--- config.mk ---
export PLATFORM = sky130hd
export DESIGN_NAME = fetch_unit
export DESIGN_NICKNAME = d
export VERILOG_FILES = /design/src/rtl/fetch_unit.sv
export SDC_FILE = /design/constraint.sdc
export NUM_CORES = 1
export LEC_CHECK = 0
export CORE_UTILIZATION = 55
export CTS_CLUSTER_SIZE = 8
export DETAILED_ROUTE_END_ITERATION = 8
export GPL_ROUTABILITY_DRIVEN = 0
export PLACE_DENSITY = 0.91
export SLEW_MARGIN = 40
export SYNTH_ARGS = -nofsm -noshare
export SYNTH_HDL_FRONTEND = slang
export SYNTH_SLANG_ARGS = --single-unit
export TNS_END_PERCENT = 10
--- constraint.sdc ---
create_clock -name clock -period 9.4 [get_ports clock]
set_input_delay 1.88 -clock clock [delete_from_list [all_inputs] [get_ports clock]]
set_output_delay 1.88 -clock clock [all_outputs]
set_load 0.01 [all_outputs]
--- src/rtl/fetch_unit.sv ---
// Instruction fetch unit: in-order prefetch into a small FIFO, with redirect flush and stale-response drop.
// Optional FETCH_MISALIGN_CHECK_EN adds misalign_o and halts fetch on a misaligned redirect target.
module fetch_unit #(
    parameter int          FIFO_DEPTH = 2,
    parameter logic [31:0] RESET_PC   = 32'h0000_0000
) (
    input  logic        clock,
    input  logic        reset,
    output logic        imem_req_o,
    output logic [31:0] imem_addr_o,
    input  logic        imem_gnt_i,
    input  logic        imem_rvalid_i,
    input  logic [31:0] imem_rdata_i,
    input  logic        redirect_i,
    input  logic [31:0] redirect_pc_i,
    output logic        instr_valid_o,
    output logic [31:0] instr_o,
    output logic [31:0] instr_pc_o,
    input  logic        instr_ready_i
`ifdef FETCH_MISALIGN_CHECK_EN
    ,
    output logic        misalign_o
`endif
);
    localparam int PW = (FIFO_DEPTH > 1) ? $clog2(FIFO_DEPTH) : 1;
    localparam int CW = $clog2(FIFO_DEPTH + 1);

    typedef enum logic [1:0] {IDLE, FETCH, FLUSH} state_t;

    state_t        r_state;
    logic [31:0]   r_pc;
    logic [31:0]   r_rsp_pc;
    logic [31:0]   r_redir_pc;
    logic          r_redir_pend;
    logic [CW-1:0] r_out;
    logic [CW-1:0] r_stale;
    logic [CW-1:0] r_count;
    logic [PW-1:0] r_wr;
    logic [PW-1:0] r_rd;
    logic [31:0]   r_mem_data [FIFO_DEPTH];
    logic [31:0]   r_mem_pc   [FIFO_DEPTH];

    logic          w_pop;
    logic          w_push;
    logic          w_grant;
    logic          w_hold;
    logic          w_blk;
    logic          w_stale_dec;
    logic [CW:0]   w_sum;
    logic [CW-1:0] w_out_nx;
    logic [CW-1:0] w_stale_nx;
    logic [31:0]   w_redir_pc;

`ifdef FETCH_MISALIGN_CHECK_EN
    logic r_misalign;
    assign misalign_o = r_misalign;
    // A held (already presented) request must still complete before fetch halts.
    assign w_blk      = r_misalign & ~r_redir_pend;
    assign w_redir_pc = redirect_pc_i;
`else
    assign w_blk      = 1'b0;
    assign w_redir_pc = redirect_pc_i & ~32'h3;
`endif

    // A same-cycle pop frees a slot, so the stream stays back-to-back with a shallow FIFO.
    assign w_pop       = (r_count != '0) & instr_ready_i;
    assign w_sum       = (CW+1)'(r_out) + (CW+1)'(r_count) - (CW+1)'(w_pop);
    assign imem_req_o  = (r_state != IDLE) & (w_sum < (CW+1)'(FIFO_DEPTH)) & ~w_blk;
    assign imem_addr_o = r_pc;
    assign w_grant     = imem_req_o & imem_gnt_i;
    assign w_hold      = redirect_i & imem_req_o & ~imem_gnt_i;

    // On redirect everything still in flight, including a grant this cycle, becomes stale.
    assign w_out_nx    = r_out + CW'(w_grant) - CW'(imem_rvalid_i);
    assign w_stale_dec = imem_rvalid_i & (r_stale != '0);
    assign w_stale_nx  = redirect_i ? w_out_nx
                       : r_stale - CW'(w_stale_dec) + CW'(w_grant & r_redir_pend);
    assign w_push      = imem_rvalid_i & (r_stale == '0) & ~redirect_i;

    assign instr_valid_o = (r_count != '0);
    assign instr_o       = instr_valid_o ? r_mem_data[r_rd] : 32'h0;
    assign instr_pc_o    = instr_valid_o ? r_mem_pc[r_rd]   : 32'h0;

    always_ff @(posedge clock or posedge reset) begin
        if (reset) begin
            r_state      <= IDLE;
            r_pc         <= RESET_PC;
            r_rsp_pc     <= RESET_PC;
            r_redir_pc   <= RESET_PC;
            r_redir_pend <= 1'b0;
            r_out        <= '0;
            r_stale      <= '0;
        end else begin
            case (r_state)
                IDLE:    r_state <= FETCH;
                FETCH:   if (w_stale_nx != '0) r_state <= FLUSH;
                FLUSH:   if (w_stale_nx == '0) r_state <= FETCH;
                default: r_state <= IDLE;
            endcase
            r_out        <= w_out_nx;
            r_stale      <= w_stale_nx;
            r_redir_pend <= redirect_i ? w_hold : (r_redir_pend & ~w_grant);
            if (redirect_i) begin
                r_redir_pc <= w_redir_pc;
                if (!w_hold) r_pc <= w_redir_pc;
            end else if (w_grant) begin
                r_pc <= r_redir_pend ? r_redir_pc : r_pc + 32'd4;
            end
            // PC of the next non-stale response; those follow sequentially from the redirect target.
            if (redirect_i)  r_rsp_pc <= w_redir_pc;
            else if (w_push) r_rsp_pc <= r_rsp_pc + 32'd4;
        end
    end

    always_ff @(posedge clock or posedge reset) begin
        if (reset) begin
            r_count <= '0;
            r_wr    <= '0;
            r_rd    <= '0;
            for (int i = 0; i < FIFO_DEPTH; i++) begin
                r_mem_data[i] <= 32'h0;
                r_mem_pc[i]   <= 32'h0;
            end
        end else if (redirect_i) begin
            r_count <= '0;
            r_wr    <= '0;
            r_rd    <= '0;
        end else begin
            if (w_push) begin
                r_mem_data[r_wr] <= imem_rdata_i;
                r_mem_pc[r_wr]   <= r_rsp_pc;
                r_wr             <= r_wr + 1'b1;
            end
            if (w_pop) r_rd <= r_rd + 1'b1;
            r_count <= r_count + CW'(w_push) - CW'(w_pop);
        end
    end

`ifdef FETCH_MISALIGN_CHECK_EN
    always_ff @(posedge clock or posedge reset) begin
        if (reset)           r_misalign <= 1'b0;
        else if (redirect_i) r_misalign <= |redirect_pc_i[1:0];
    end
`endif

endmodule

Yosys cells after proc, flatten, opt, wreduce, memory -nomap -nowiden
Index checks and enable logic that the tools add are counted.
{"block": "word_totals", "output_inout_bits": 98, "regBits": 233, "word_cells": 92}
{"block": "op_classes", "n_addsub": 12, "n_mux": 28, "bitwise_logic": 15, "eq_ne": 5, "n_lt_le_gt_ge": 4, "reduce_logical": 14}
{"op": "two-way mux 32 bit", "count": 15}
{"op": "bitwise mux 64 bit", "count": 2}
{"op": "adder 32 x 3 -> 32 bit, second input constant", "count": 2}
{"op": "demux 32 bit (select 1 bit)", "count": 1}
{"op": "nonzero test 2 bit", "count": 7}
{"op": "AND 1 bit", "count": 10}
{"op": "two-way mux 2 bit", "count": 4}
{"op": "adder 2 x 1 -> 2 bit", "count": 3}
{"op": "zero test 2 bit", "count": 3}
{"op": "!= test 2 bit, second input constant", "count": 3}
{"op": "one-hot mux 2 bit (3 select lines)", "count": 1}
{"op": "AND reduction 2 bit", "count": 3}
{"op": "subtractor 2 x 1 -> 2 bit", "count": 3}
{"op": "two-way mux 1 bit", "count": 5}
{"op": ">= comparator 2 bit, second input constant", "count": 2}
{"op": "inverter 1 -> 2 bit", "count": 2}
{"op": "adder 2 x 2 -> 3 bit", "count": 1}
{"op": "< comparator 3 x 2 -> 1 bit, second input constant", "count": 1}
{"op": "inverter 1 bit", "count": 3}
{"op": "subtractor 3 x 1 -> 3 bit", "count": 1}
{"op": "adder 1 bit, second input constant", "count": 2}
{"op": "== test 2 x 1 -> 1 bit, second input constant", "count": 1}
{"op": "== test 2 bit, second input constant", "count": 1}
{"op": "< comparator 2 x 1 -> 1 bit, second input constant", "count": 1}
{"op": "logical AND 1 bit", "count": 1}

Depth between registers and ports, before layout
Gate-level depths: netlist of run 1.
{"block": "logic_depth", "word_depth": 12, "depth_mapped": 15}

Worst setup path after synthesis of run 1
OpenSTA, ideal clock, no wires.
{"block": "synth_path", "path_type": "input -> output", "from": "in instr_ready_i", "to": "out imem_req_o", "required_ns": 7.520, "path_stages": 6, "n_path_buf": 0, "slack_ns": 4.231, "t_arrival_ns": 3.289, "path_cell_list": "nor3b_1 -> o21ai_0 -> fa_1 -> xnor2_2 -> or2_1 -> inv_2"}
{"block": "synth_via", "elab_chain_len": 4}
{"item": "start, declared", "line_no": "19", "text": "input logic instr_ready_i"}
{"item": "AND 1 bit", "line_no": "66", "text": "assign w_pop = (r_count != '0) & instr_ready_i;"}
{"item": "subtractor 3 x 1 -> 3 bit", "line_no": "67", "text": "assign w_sum = (CW+1)'(r_out) + (CW+1)'(r_count) - (CW+1)'(w_pop);"}
{"item": "< comparator 3 x 2 -> 1 bit", "line_no": "68", "text": "assign imem_req_o = (r_state != IDLE) & (w_sum < (CW+1)'(FIFO_DEPTH)) & ~w_blk;"}
{"item": "AND 1 bit", "line_no": "68"}
{"item": "end, declared", "line_no": "9", "text": "output logic imem_req_o,"}
Every way passes these cells.

Final worst setup path of run 1
Same ends and word-level chain as after synthesis.

==> insert_results.sql, run 1 <==
INSERT INTO impl_metrics (metric_group, metric, value, unit) VALUES
('run_status', 'run_status', 'completed', ''),
('yosys', 'synth-async-reset-ratio', '100.0', '%'),
('worst_setup_path', 'worst_r2r_startpoint', 'r_count[1]', ''),
('route', 'wl', '27710', 'um'),
('yosys', 'fraction_of_the_yosys_area_taken_by_sequential_cells', '50.46', '%'),
('clock_tree', 'cts_tree', 'yes', ''),
('clock_tree', 'tritoncts_num_sinks', '225', ''),
('yosys', 'synth.yosys.warnings', '0', ''),
('clock_tree', 'cts.hold.buffers_added', '0', ''),
('route', 'dr_total_vias', '8665', ''),
('finish', 'area_growth_syn_to_layout', '24.04', '%'),
('global_route', 'grt_pass1_wl', '44550', 'um'),
('route', 'detail_route.wl_per_cell', '19.31', 'um'),
('sta', 'finalClockSkew', '0.01419', 'ns'),
('worst_setup_path', 'crit-reg2reg-capture', 'r_state[0]', ''),
('power', 'power-per-cell-area', '310.8', 'nW/um^2'),
('sta', 'period_share', '67.96', '%'),
('finish', 'layout.cells.non_filler', '1435', ''),
('flow_run', 'max_cap_viol_count', '0', ''),
('route', 'detail_route.iter0.violations', '622', ''),
('clock_tree', 'cts_made_buffers', '34', ''),
('power', 'p_leak', '5.771', 'nW'),
('place', 'place.detailed.instances', '1396', ''),
('place', 'io_buffers', '161', ''),
('yosys', 'total_standard_cell_area_after_synthesis', '11160', 'um^2'),
('place', 'placedInstanceArea', '12930', 'um^2'),
('die', 'die_width', '144.4', 'um'),
('sta', 'worst_pin_slew', '0.8298', 'ns'),
('clock_tree', 'post_cts.repair.setup_buffers', '0', ''),
('clock_tree', 'clock-root-buffer', 'clkbuf_16', ''),
('yosys', 'post_synth_main_area_contributors', 'dfrtp_1 50%, mux2_2 12%, mux2i_1 5.9%, nor2_1 3.0%, o21ai_0 2.9%', ''),
('yosys', 'post_synth.cell_area_avg', '10.93', 'um^2'),
('global_route', 'grt_overflow', '0', ''),
('finish', 'insertedDiodeCount', '0', ''),
('yosys', 'instance_count_of_the_mapped_netlist', '1021', ''),
('finish', 'final_cell_area', '13840', 'um^2'),
('sta', 'report.final.hold_viol_count', '0', ''),
('die', 'die_h', '144.4', 'um'),
('die', 'top_level_ports', '168', ''),
('yosys', 'count_of_unique_library_cells_instantiated_by_yosys', '71', ''),
('route', 'route.antenna.remaining_nets', '0', ''),
('worst_setup_path', 'critPathKind', 'in2out', ''),
('clock_tree', 'clock_h_tree_levels', '2', ''),
('global_route', 'antenna_violations_before_repair', '0', ''),
('clock_tree', 'clkSlewWorstSetupHoldPaths', '0.05', 'ns'),
('sta', 'timing.hold.ws', '0.4765', 'ns'),
('finish', 'finish.utilization', '70.42', '%'),
('yosys', 'synth_top_cell_by_area', 'dfrtp_1', ''),
('global_route', 'grt_max_degree', '147', ''),
('yosys', 'synth_top_cell_area_share', '50.46', '%'),
('die', 'core_region_area', '19650', 'um^2'),
('clock_tree', 'clk_path_buf_depth', '3', ''),
('finish', 'fin_nets', '1247', ''),
('sta', 'setup_ws', '3.012', 'ns'),
('finish', 'layout.area.seq', '5634', 'um^2'),
('sta', 'final.setup.tns', '0', 'ns'),
('clock_tree', 'insertion_delay', '0.50', 'ns'),
('worst_setup_path', 'critical_path.max_fanout', '4', ''),
('global_route', 'grt_usage', '27.38', '%'),
('min_path', 'hold_path.class', 'reg2reg', ''),
('die', 'initial_core_util', '56.77', '%'),
('sta', 'worst_slew_margin_rel', '44.57', '%'),
('route', 'drt_pass1_iterations', '5', ''),
('finish', 'fillers', '1348', ''),
('yosys', 'dominantRegCellSynth', 'dfrtp_1', ''),
('worst_setup_path', 'worst-endpoint-arrival', '4.51', 'ns'),
('route', 'remaining_drc_errors', '0', ''),
('place', 'place.detailed.hpwl', '17780', 'um'),
('worst_setup_path', 'crit_path_start', 'instr_ready_i', ''),
('clock_tree', 'postCtsResizedCells', '0', ''),
('yosys', 'postSynthRegisterBits', '225', '');
## worst max-delay path: stages
cell	delay, ns
clkdlybuf4s50_1	0.51
nor3b_1	0.32
o21ai_0	0.17
fa_1	0.42
xnor2_2	0.20
or2_1	0.35
inv_2	0.10
clkdlybuf4s50_1	0.54
## cell families (layout without fill, tap and decap cells)
logic type / Yosys count / after routing / share of synthesized area (%)
adder cells (fa/ha/maj): 11 / 11 / 1.278
flip-flops: 225 / 225 / 50.46
AO/OA/AOI/OAI: 180 / 180 / 9.632
buffers and inverters: 105 / 251 / 4.160
AND/OR/NAND/NOR: 259 / 259 / 11.90
XOR/XNOR: 45 / 45 / 3.600
multiplexers: 195 / 195 / 18.94
other: 1 / 4 / 0.03361
## report_power, final
part / switching [mW] / internal [mW]
registers: 0.281 / 1.31
clock network: 0.402 / 0.655
logic: 0.812 / 0.842
## worst min-delay path by stage
stage	startpoint	to	slack, ns	cells after the start
after floorplan	r_mem_pc[11]	r_mem_pc[11]	0.45	2
after global placement	r_mem_pc[11]	r_mem_pc[11]	0.46	2
after detailed placement	r_mem_pc[19]	r_mem_pc[19]	0.47	2
after CTS	r_mem_pc[19]	r_mem_pc[19]	0.48	2
after global routing	r_mem_pc[63]	r_mem_pc[63]	0.50	1
final	r_mem_pc[19]	r_mem_pc[19]	0.48	2
## placed cells by master, fill, tap and decap left out, drive strengths merged, types with 4 or more instances in the layout
| cell type | Yosys | layout |
|---|---|---|
| o21ai | 78 | 78 |
| nor4 | 10 | 10 |
| o211ai | 8 | 8 |
| and2 | 4 | 4 |
| nand4 | 17 | 17 |
| nor2 | 92 | 92 |
| mux2i | 66 | 66 |
| clkdlybuf4s50 | 0 | 160 |
| a21oi | 38 | 38 |
| inv | 42 | 43 |
| and4 | 9 | 9 |
| o21a | 4 | 4 |
| mux2 | 129 | 129 |
| xor2 | 12 | 12 |
| a31oi | 15 | 15 |
| or3 | 4 | 4 |
| and3 | 7 | 7 |
| ha | 9 | 9 |
| nand3 | 19 | 19 |
| nand2 | 65 | 65 |
| nor2b | 8 | 8 |
| xnor2 | 33 | 33 |
| nor3 | 11 | 11 |
| nand2b | 4 | 4 |
| dfrtp | 225 | 225 |
| clkbuf | 24 | 37 |
| o31ai | 5 | 5 |
| buf | 39 | 10 |
| conb | 1 | 4 |
## state kept, by name, summed over array words and instances, names as in the netlist
register / flops
r_state: 2
r_rd: 1
r_mem_data: 64
r_rsp_pc: 30
r_redir_pend: 1
r_stale: 2
r_wr: 1
r_out: 2
r_redir_pc: 30
r_count: 2
imem_addr_o: 30
r_mem_pc: 60
## final cells by class
type / count / area share, %
flip-flops and latches: 225 / 40.71
clock inverters: 2 / 0.1266
clock buffers: 37 / 6.382
multi-input cells: 694 / 36.85
repair buffers: 170 / 12.31
well taps: 265 / 2.396
inverters: 42 / 1.229
## synthesized netlist by cell type, types with 3 or more instances
cell,instances
mux2_1,8
nand4b_1,3
xnor2_1,32
and4_1,9
a32oi_1,3
nor2_1,90
o21ai_1,13
or3_1,4
buf_4,6
buf_2,26
ha_1,9
a21oi_1,37
and3_1,6
a211oi_1,3
nand2_1,65
nand3_1,18
dfrtp_1,225
a2bb2oi_1,3
inv_1,40
nand4_1,14
nor3_1,9
o21ai_0,65
nor4_2,4
xor2_1,12
nor2b_1,8
o21a_1,4
and2_1,3
nor4_1,6
mux2_2,121
o211ai_1,8
mux2i_1,66
a21o_1,3
a31oi_1,15
clkbuf_1,24
o31ai_1,5
nand2b_1,4
buf_1,5
## layer usage
layer / track usage (%) / share of wire (%) / vias up
met5: 0 / 0 / -
met4: 11.58 / 3.1 / 0
met3: 5.728 / 8.9 / 83
met2: 43.62 / 47 / 444
met1: 36.29 / 41 / 4274
li1: - / - / 3864
Note: power is estimated with default switching activity, not from simulation.
==> run 2, diff against run 1 <==
--- a/config.mk
+++ b/config.mk
@@ -5,11 +5,11 @@
 export SDC_FILE = /design/constraint.sdc
 export NUM_CORES = 1
 export LEC_CHECK = 0
-export CORE_UTILIZATION = 55
+export CORE_UTILIZATION = 49
 export CTS_CLUSTER_SIZE = 8
 export DETAILED_ROUTE_END_ITERATION = 8
 export GPL_ROUTABILITY_DRIVEN = 0
-export PLACE_DENSITY = 0.91
+export PLACE_DENSITY = 0.86
 export SLEW_MARGIN = 40
 export SYNTH_ARGS = -nofsm -noshare
 export SYNTH_HDL_FRONTEND = slang
==> constraint.sdc (replaced) <==
create_clock -name clock -period 5.15 [get_ports clock]
set_input_delay 1.03 -clock clock [delete_from_list [all_inputs] [get_ports clock]]
set_output_delay 1.03 -clock clock [all_outputs]
set_load 0.01 [all_outputs]
==> run 2 against run 1 <==
Register-to-register slack got worse by 4.0 ns. Worst setup slack lost 2.5 ns. Utilization fell by 7.2 points. Wire length is 2.4% lower. First-iteration DRC count shrank 8.7%. Global-route usage down 3.5 points. Combinational power grew 80%. Critical path type unchanged. Critical endpoint unchanged. Largest power group unchanged. Highest routed layer unchanged.
==> insert_results.sql, run 2 (same netlist as run 1, synthesis figures left out) <==
INSERT INTO impl_metrics (metric_group, metric, value, unit) VALUES
('run_status', 'run_status', 'completed', ''),
('clock_tree', 'cts.hold.buffers_added', '0', ''),
('finish', 'largest_register_ff_count', '64', ''),
('die', 'die_width', '152.9', 'um'),
('worst_setup_path', 'critical_path_cell_list', 'clkdlybuf4s50_1 -> nor3b_1 -> o21ai_0 -> fa_1 -> xnor2_2 -> or2_1 -> inv_2 -> clkdlybuf4s50_1', ''),
('finish', 'finish.utilization', '63.25', '%'),
('power', 'pwr-share-clk', '25.0', '%'),
('worst_setup_path', 'timing.critical_path.from_type', 'primary input', ''),
('clock_tree', 'cts_made_buffers', '34', ''),
('place', 'io_buffers', '161', ''),
('finish', 'insertedDiodeCount', '0', ''),
('worst_setup_path', 'worstPathRequired', '4.12', 'ns'),
('sta', 'period_share', '90.81', '%'),
('place', 'place.detailed.hpwl', '17700', 'um'),
('global_route', 'grt_pass1_vias', '8668', ''),
('flow_run', 'max_cap_viol_count', '0', ''),
('power', 'switchingPower', '2.726', 'mW'),
('clock_tree', 'clkSlewWorstSetupHoldPaths', '0.05', 'ns'),
('finish', 'layout.area.seq', '5635', 'um^2'),
('finish', 'final_cell_mix', '223 x dfrtp_1, 160 x clkdlybuf4s50_1, 121 x mux2_2', ''),
('finish', 'fin_nets', '1254', ''),
('power', 'seq_power_share', '37.3', '%'),
('finish', 'drive_gt1_share', '17.39', '%'),
('sta', 'clock.fmax', '213.8', 'MHz'),
('route', 'wl', '27040', 'um'),
('power', 'share_comb_of_total_power', '37.6', '%'),
('die', 'core_region_area', '22090', 'um^2'),
('die', 'die_area', '23380', 'um^2'),
('route', 'remaining_drc_errors', '0', ''),
('sta', 'setup_ws', '0.4734', 'ns'),
('clock_tree', 'insertion_delay', '0.50', 'ns'),
('sta', 'final-max-slew-violation-count', '0', ''),
('min_path', 'min_path_cells', '2', ''),
('clock_tree', 'postCtsResizedCells', '0', ''),
('finish', 'regMostFlops', 'r_mem_data', ''),
('route', 'detail_route.vias_per_cell', '5.814', ''),
('die', 'top_level_ports', '168', ''),
('clock_tree', 'post_cts.repair.setup_buffers', '0', ''),
('die', 'row_count', '54', ''),
('die', 'die_h', '152.9', 'um'),
('finish', 'layout_top_registers', 'r_mem_data: 64 flops, r_mem_pc: 60 flops', ''),
('die', 'initial_core_util', '50.50', '%'),
('route', 'detail_route.iter0.violations', '568', ''),
('clock_tree', 'tritoncts_num_sinks', '225', ''),
('finish', 'area_growth_syn_to_layout', '25.23', '%'),
('sta', 'report.final.hold_viol_count', '0', ''),
('sta', 'worst_slew_margin_rel', '48.52', '%'),
('power', 'cellInternalPower', '5.179', 'mW'),
('worst_setup_path', 'worst_path_max_delay_cell', 'clkdlybuf4s50_1', ''),
('sta', 'finalClockSkew', '0.01829', 'ns'),
('clock_tree', 'clock_h_tree_levels', '2', ''),
('power', 'power-per-cell-area', '565.7', 'nW/um^2'),
('global_route', 'grt_max_degree', '158', ''),
('sta', 'final.setup.tns', '0', 'ns'),
('finish', 'layout_commonest_cell', 'dfrtp_1', ''),
('worst_setup_path', 'reg2regPathDepth', '15', ''),
('sta', 'timing.final.setup_violations', '0', ''),
('clock_tree', 'clock-root-buffer', 'clkbuf_16', ''),
('power', 'p_leak', '5.821', 'nW'),
('sta', 'grt_setup_unrepaired', 'false', ''),
('route', 'dr_total_vias', '8483', ''),
('worst_setup_path', 'worst_path_most_repeated_cell', 'clkdlybuf4s50_1', ''),
('clock_tree', 'cts_tree', 'yes', ''),
('route', 'route.antenna.remaining_nets', '0', ''),
('place', 'preCtsSetupSlack', '0.4518', 'ns'),
('min_path', 'hold_path.class', 'reg2reg', ''),
('worst_setup_path', 'critPathKind', 'in2out', ''),
('global_route', 'grt_usage', '23.84', '%'),
('power', 'power.share.switching', '34.49', '%'),
('clock_tree', 'clk_path_buf_depth', '3', ''),
('worst_setup_path', 'worst-endpoint-arrival', '3.65', 'ns'),
('worst_setup_path', 'critical_path.max_fanout', '4', ''),
('finish', 'fillers', '1703', ''),
('worst_setup_path', 'cp_slowest_stage_delay', '0.55', 'ns'),
('worst_setup_path', 'ff2ff_setup_slack', '1.58', 'ns'),
('global_route', 'antenna_violations_before_repair', '0', ''),
('worst_setup_path', 'critical_path.endpoint_type', 'output pin', ''),
('finish', 'multi_input_combinational_cell_area', '5095', 'um^2'),
('global_route', 'grt_overflow', '0', ''),
('sta', 'final.min_clock_period', '4.677', 'ns'),
('power', 'maximum_vdd_drop', '0.3705', 'mV'),
('sta', 'timing.hold.ws', '0.4759', 'ns'),
('route', 'drt_pass1_iterations', '5', ''),
('sta', 'worst_pin_slew', '0.7680', 'ns'),
('route', 'detail_route.wl_per_cell', '18.53', 'um'),
('global_route', 'grt_pass1_wl', '44940', 'um');
run 2: cell count changes in the layout (fill, tap and decap cells not counted), sizes merged:
cell,change
clkinvlp,+2
clkinv,+1
clkbuf,+1
inv,-2
buf,+7
run 2: critical path, delay by kind of cell:
family,cells,cell delay (ns)
simple gates,2,0.66
xor+xnor,1,0.19
buf+inv,3,1.16
compound gates,1,0.18
fa+ha+maj,1,0.43
run 2: final timing paths:
| check | startpoint | endpoint |
|---|---|---|
| setup / recovery | instr_ready_i | imem_req_o |
| hold / removal | r_mem_pc[11] | r_mem_pc[11] |
| max in group asynchronous | reset | r_rsp_pc[19] |
| setup reg to reg | r_count[1] | r_state[0] |
| hold reg to reg | r_mem_pc[11] | r_mem_pc[11] |
| min in group asynchronous | reset | r_mem_pc[7] |
run 2: area by class of cell:
class	count	area share [%]
multi-input cells	694	36.46
flip-flops and latches	225	40.33
clock inverters	3	0.2865
repair buffers	177	12.84
well taps	280	2.507
inverters	42	1.155
clock buffers	38	6.420
run 2: metal layers:
| metal | vias up | GRT usage (%) | routed length (um) | part of all wire (%) |
|---|---|---|---|---|
| met2 | 374 | 37.70 | 12470 | 46 |
| met4 | 0 | 8.466 | 669 | 2.5 |
| met5 | - | 0 | 0 | 0 |
| met3 | 60 | 4.083 | 1932 | 7.1 |
| met1 | 4152 | 33.17 | 11970 | 44 |
| li1 | 3897 | - | - | - |
run 2: power groups by stage:
stage	combinational, mW	sequential, mW	clock (mW)
after floorplan	1.90	2.80	0
after global placement	2.82	2.95	0
after detailed placement	2.97	2.95	0
after CTS	2.99	2.94	2.02
after global routing	3.24	3.03	2.09
final	2.97	2.95	1.98
run 2: per-stage QoR:
stage / instances / instance area, um^2 / power [mW]
floorplan: 1024 / 11170 / 4.695
detailed placement: 1417 / 13000 / 5.918
global placement: 1415 / 12960 / 5.764
finish: 1459 / 13970 / 7.905
CTS: 1458 / 13940 / 7.943
global route: 1459 / 13970 / 8.370
==> RTL edit (config.mk and constraints of run 1) <==
The 3 states of `state_t` get a one-hot encoding in 3 bits.
--- a/src/rtl/fetch_unit.sv
+++ b/src/rtl/fetch_unit.sv
@@ -25,7 +25,7 @@
     localparam int PW = (FIFO_DEPTH > 1) ? $clog2(FIFO_DEPTH) : 1;
     localparam int CW = $clog2(FIFO_DEPTH + 1);
 
-    typedef enum logic [1:0] {IDLE, FETCH, FLUSH} state_t;
+    typedef enum logic [2:0] {IDLE = 3'b001, FETCH = 3'b010, FLUSH = 3'b100} state_t;
 
     state_t        r_state;
     logic [31:0]   r_pc;
Function: no difference found for any inputs over 4 cycles, from zero or initial values and one cycle with reset high; so few cycles prove little.
==> RTL edit against run 1 <==
Wire length shrank 2.8%; area after synthesis grew 0.18%; critical path depth grew 1; first-iteration DRC count shrank 8.2%; design area grew 0.24%; sequential cell count grew 1; total power shrank 0.41%; critical path type unchanged; critical endpoint unchanged; setup slack lost 0.084 ns.
==> RTL edit: results (changes against run 1) <==
Synthesis:
- The post-synthesis cell type count is 65 (was 71).
- The fraction of the yosys area taken by sequential cells is 50.6% (was 50.5%).
- Most frequent cells after synthesis: sky130_fd_sc_hd__dfrtp_1 (225), sky130_fd_sc_hd__mux2_2 (126), sky130_fd_sc_hd__nor2_1 (104) (was sky130_fd_sc_hd__dfrtp_1 (225), sky130_fd_sc_hd__mux2_2 (121), sky130_fd_sc_hd__nor2_1 (90)).
- Dominant cells by area after synthesis: sky130_fd_sc_hd__dfrtp_1 (50%), sky130_fd_sc_hd__mux2_2 (13%), sky130_fd_sc_hd__mux2i_1 (6.2%) (was sky130_fd_sc_hd__dfrtp_1 (50%), sky130_fd_sc_hd__mux2_2 (12%), sky130_fd_sc_hd__mux2i_1 (5.9%)).

Timing:
- The largest clock skew in the final design was 0.0186 ns (was 0.0142 ns).
- The max-slew headroom at the worst pin is 48.2% (was 44.6%).

Min path:
- The number of instances on the worst hold path is 2 (unchanged).
- The worst min-delay path startpoint is r_mem_pc[21]$_DFFE_PP0P_ (was r_mem_pc[19]$_DFFE_PP0P_).
- The endpoint of the worst hold-timing path is r_mem_pc[21]$_DFFE_PP0P_ (was r_mem_pc[19]$_DFFE_PP0P_).

Critical path:
- The setup slack of the most critical reg-to-reg path is 5.63 ns (was 5.55 ns).
- The destination of the worst register-to-register timing path is r_state[1]$_DFFE_PP0P_ (was r_state[0]$_DFFE_PP0P_).
- The depth of the worst register-to-register path is 14 (was 15).
- The delay of the slowest critical-path stage is between 0.5 and 0.6 ns.

Drt:
- The via count of the routed design was 8612 (was 8665).
- The final wirelength is 26.9 mm (was 27.7 mm).

Power:
- The leakage dissipation is 0.00584 µW (was 0.00577 µW).
- The maximum ir drop on the vdd rail is 0.000226 V (was 0.000193 V).

Layout:
- The ratio of cells with drive above 1 in the final layout was 16.7% (was 16.6%).
- The number of nets in the layout was 1262 (was 1247).
- The number of fill cells is 1379 (was 1348).

Global routing:
- The wire length of the first global-routing pass was 43.0 mm (was 44.5 mm).
- The total routing usage reported by global routing came to 26.5% (was 27.4%).
- The maximum number of pins on one net before global-route repair is 143 (was 147).
- The initial antenna violation count came to 0 (unchanged).

Outcome:
- Run status: finished, final reports clean (unchanged).

Floorplanning:
- The initial core utilization is 56.7% (was 56.8%).
==> RTL edit: cell types whose count changed in the layout (fill, tap and decap cells not counted), moves of 4 or more <==
cell,delta
sky130_fd_sc_hd__nor4_2,-4
sky130_fd_sc_hd__xor2_1,+5
sky130_fd_sc_hd__nor3_1,+6
sky130_fd_sc_hd__o21ai_1,-10
sky130_fd_sc_hd__mux2_2,+5
sky130_fd_sc_hd__nor2b_1,-4
sky130_fd_sc_hd__mux2_1,-8
sky130_fd_sc_hd__nor2_1,+13
sky130_fd_sc_hd__o21ai_0,+12
sky130_fd_sc_hd__inv_1,+7
sky130_fd_sc_hd__clkbuf_1,+4
==> RTL edit: worst register-to-register path: cells and delay by family (launching register included) <==
family	cells	cell delay, ns
fa+ha+maj	3	0.92
simple gates	4	0.89
xor+xnor	3	0.58
compound gates	2	0.47
flops	1	0.44
mux	1	0.32
buf+inv	1	0.05
==> RTL edit: logic make-up after synthesis <==
group | share of synthesized area, %
AOI/OAI and AO/OA | 8.97
xor gates and xnor gates | 3.76
adders and majority gates | 1.19
buffers and inverters | 4.37
DFF | 50.6
muxes | 18.9
other | 0.0335
and+or+nand+nor | 12.2
==> RTL edit: worst max path at each step <==
stage | to | slack [ns] | from | cells past startpoint
3_3_place_gp | imem_req_o | 3.21 | instr_ready_i | 9
5_1_grt | imem_req_o | 2.81 | instr_ready_i | 9
6_report | imem_req_o | 2.93 | instr_ready_i | 9
3_5_place_dp | imem_req_o | 3.14 | instr_ready_i | 9
2_1_floorplan | imem_addr_o[10]$_DFFE_PP0P_ | 1.33 | reset | 1
4_1_cts | imem_req_o | 2.94 | instr_ready_i | 9
==> RTL edit: metal layers <==
layer	global-route usage, %	vias to the layer above	wire [µm]
met5	0	-	0
met2	43.7	408	12600
met1	34.7	4227	11500
met3	5.10	63	2230
li1	-	3914	-
met4	9.64	0	690
==> RTL edit: area by class of cell <==
cell class	count	area [µm²]	share of cell area, %
inverter	47	189	1.36
multi-input combinational	704	5090	36.7
tap	265	332	2.39
clock inverter	2	17.5	0.126
clock buffer	41	898	6.47
sequential	226	5660	40.8
timing repair buffer	169	1690	12.2
==> RTL edit: power by group <==
part           leakage [µW]  switching [µW]  internal (µW)
clock network      0.000447             405            662
logic               0.00257             790            832
registers           0.00282             282           1310
total               0.00584            1480           2810
==> RTL edit: stage by stage <==
stage	setup WS, ns	std cells	total power, µW	cell area, µm²	hold slack (ns)
after detailed placement	3.14	1411	3200	12900	0.474
after CTS	2.94	1454	4310	13900	0.488
final	2.93	1454	4280	13900	0.484
after global routing	2.81	1454	4550	13900	0.510
after global placement	3.21	1410	3110	12900	0.460
after floorplan	1.33	1037	2570	11200	0.450
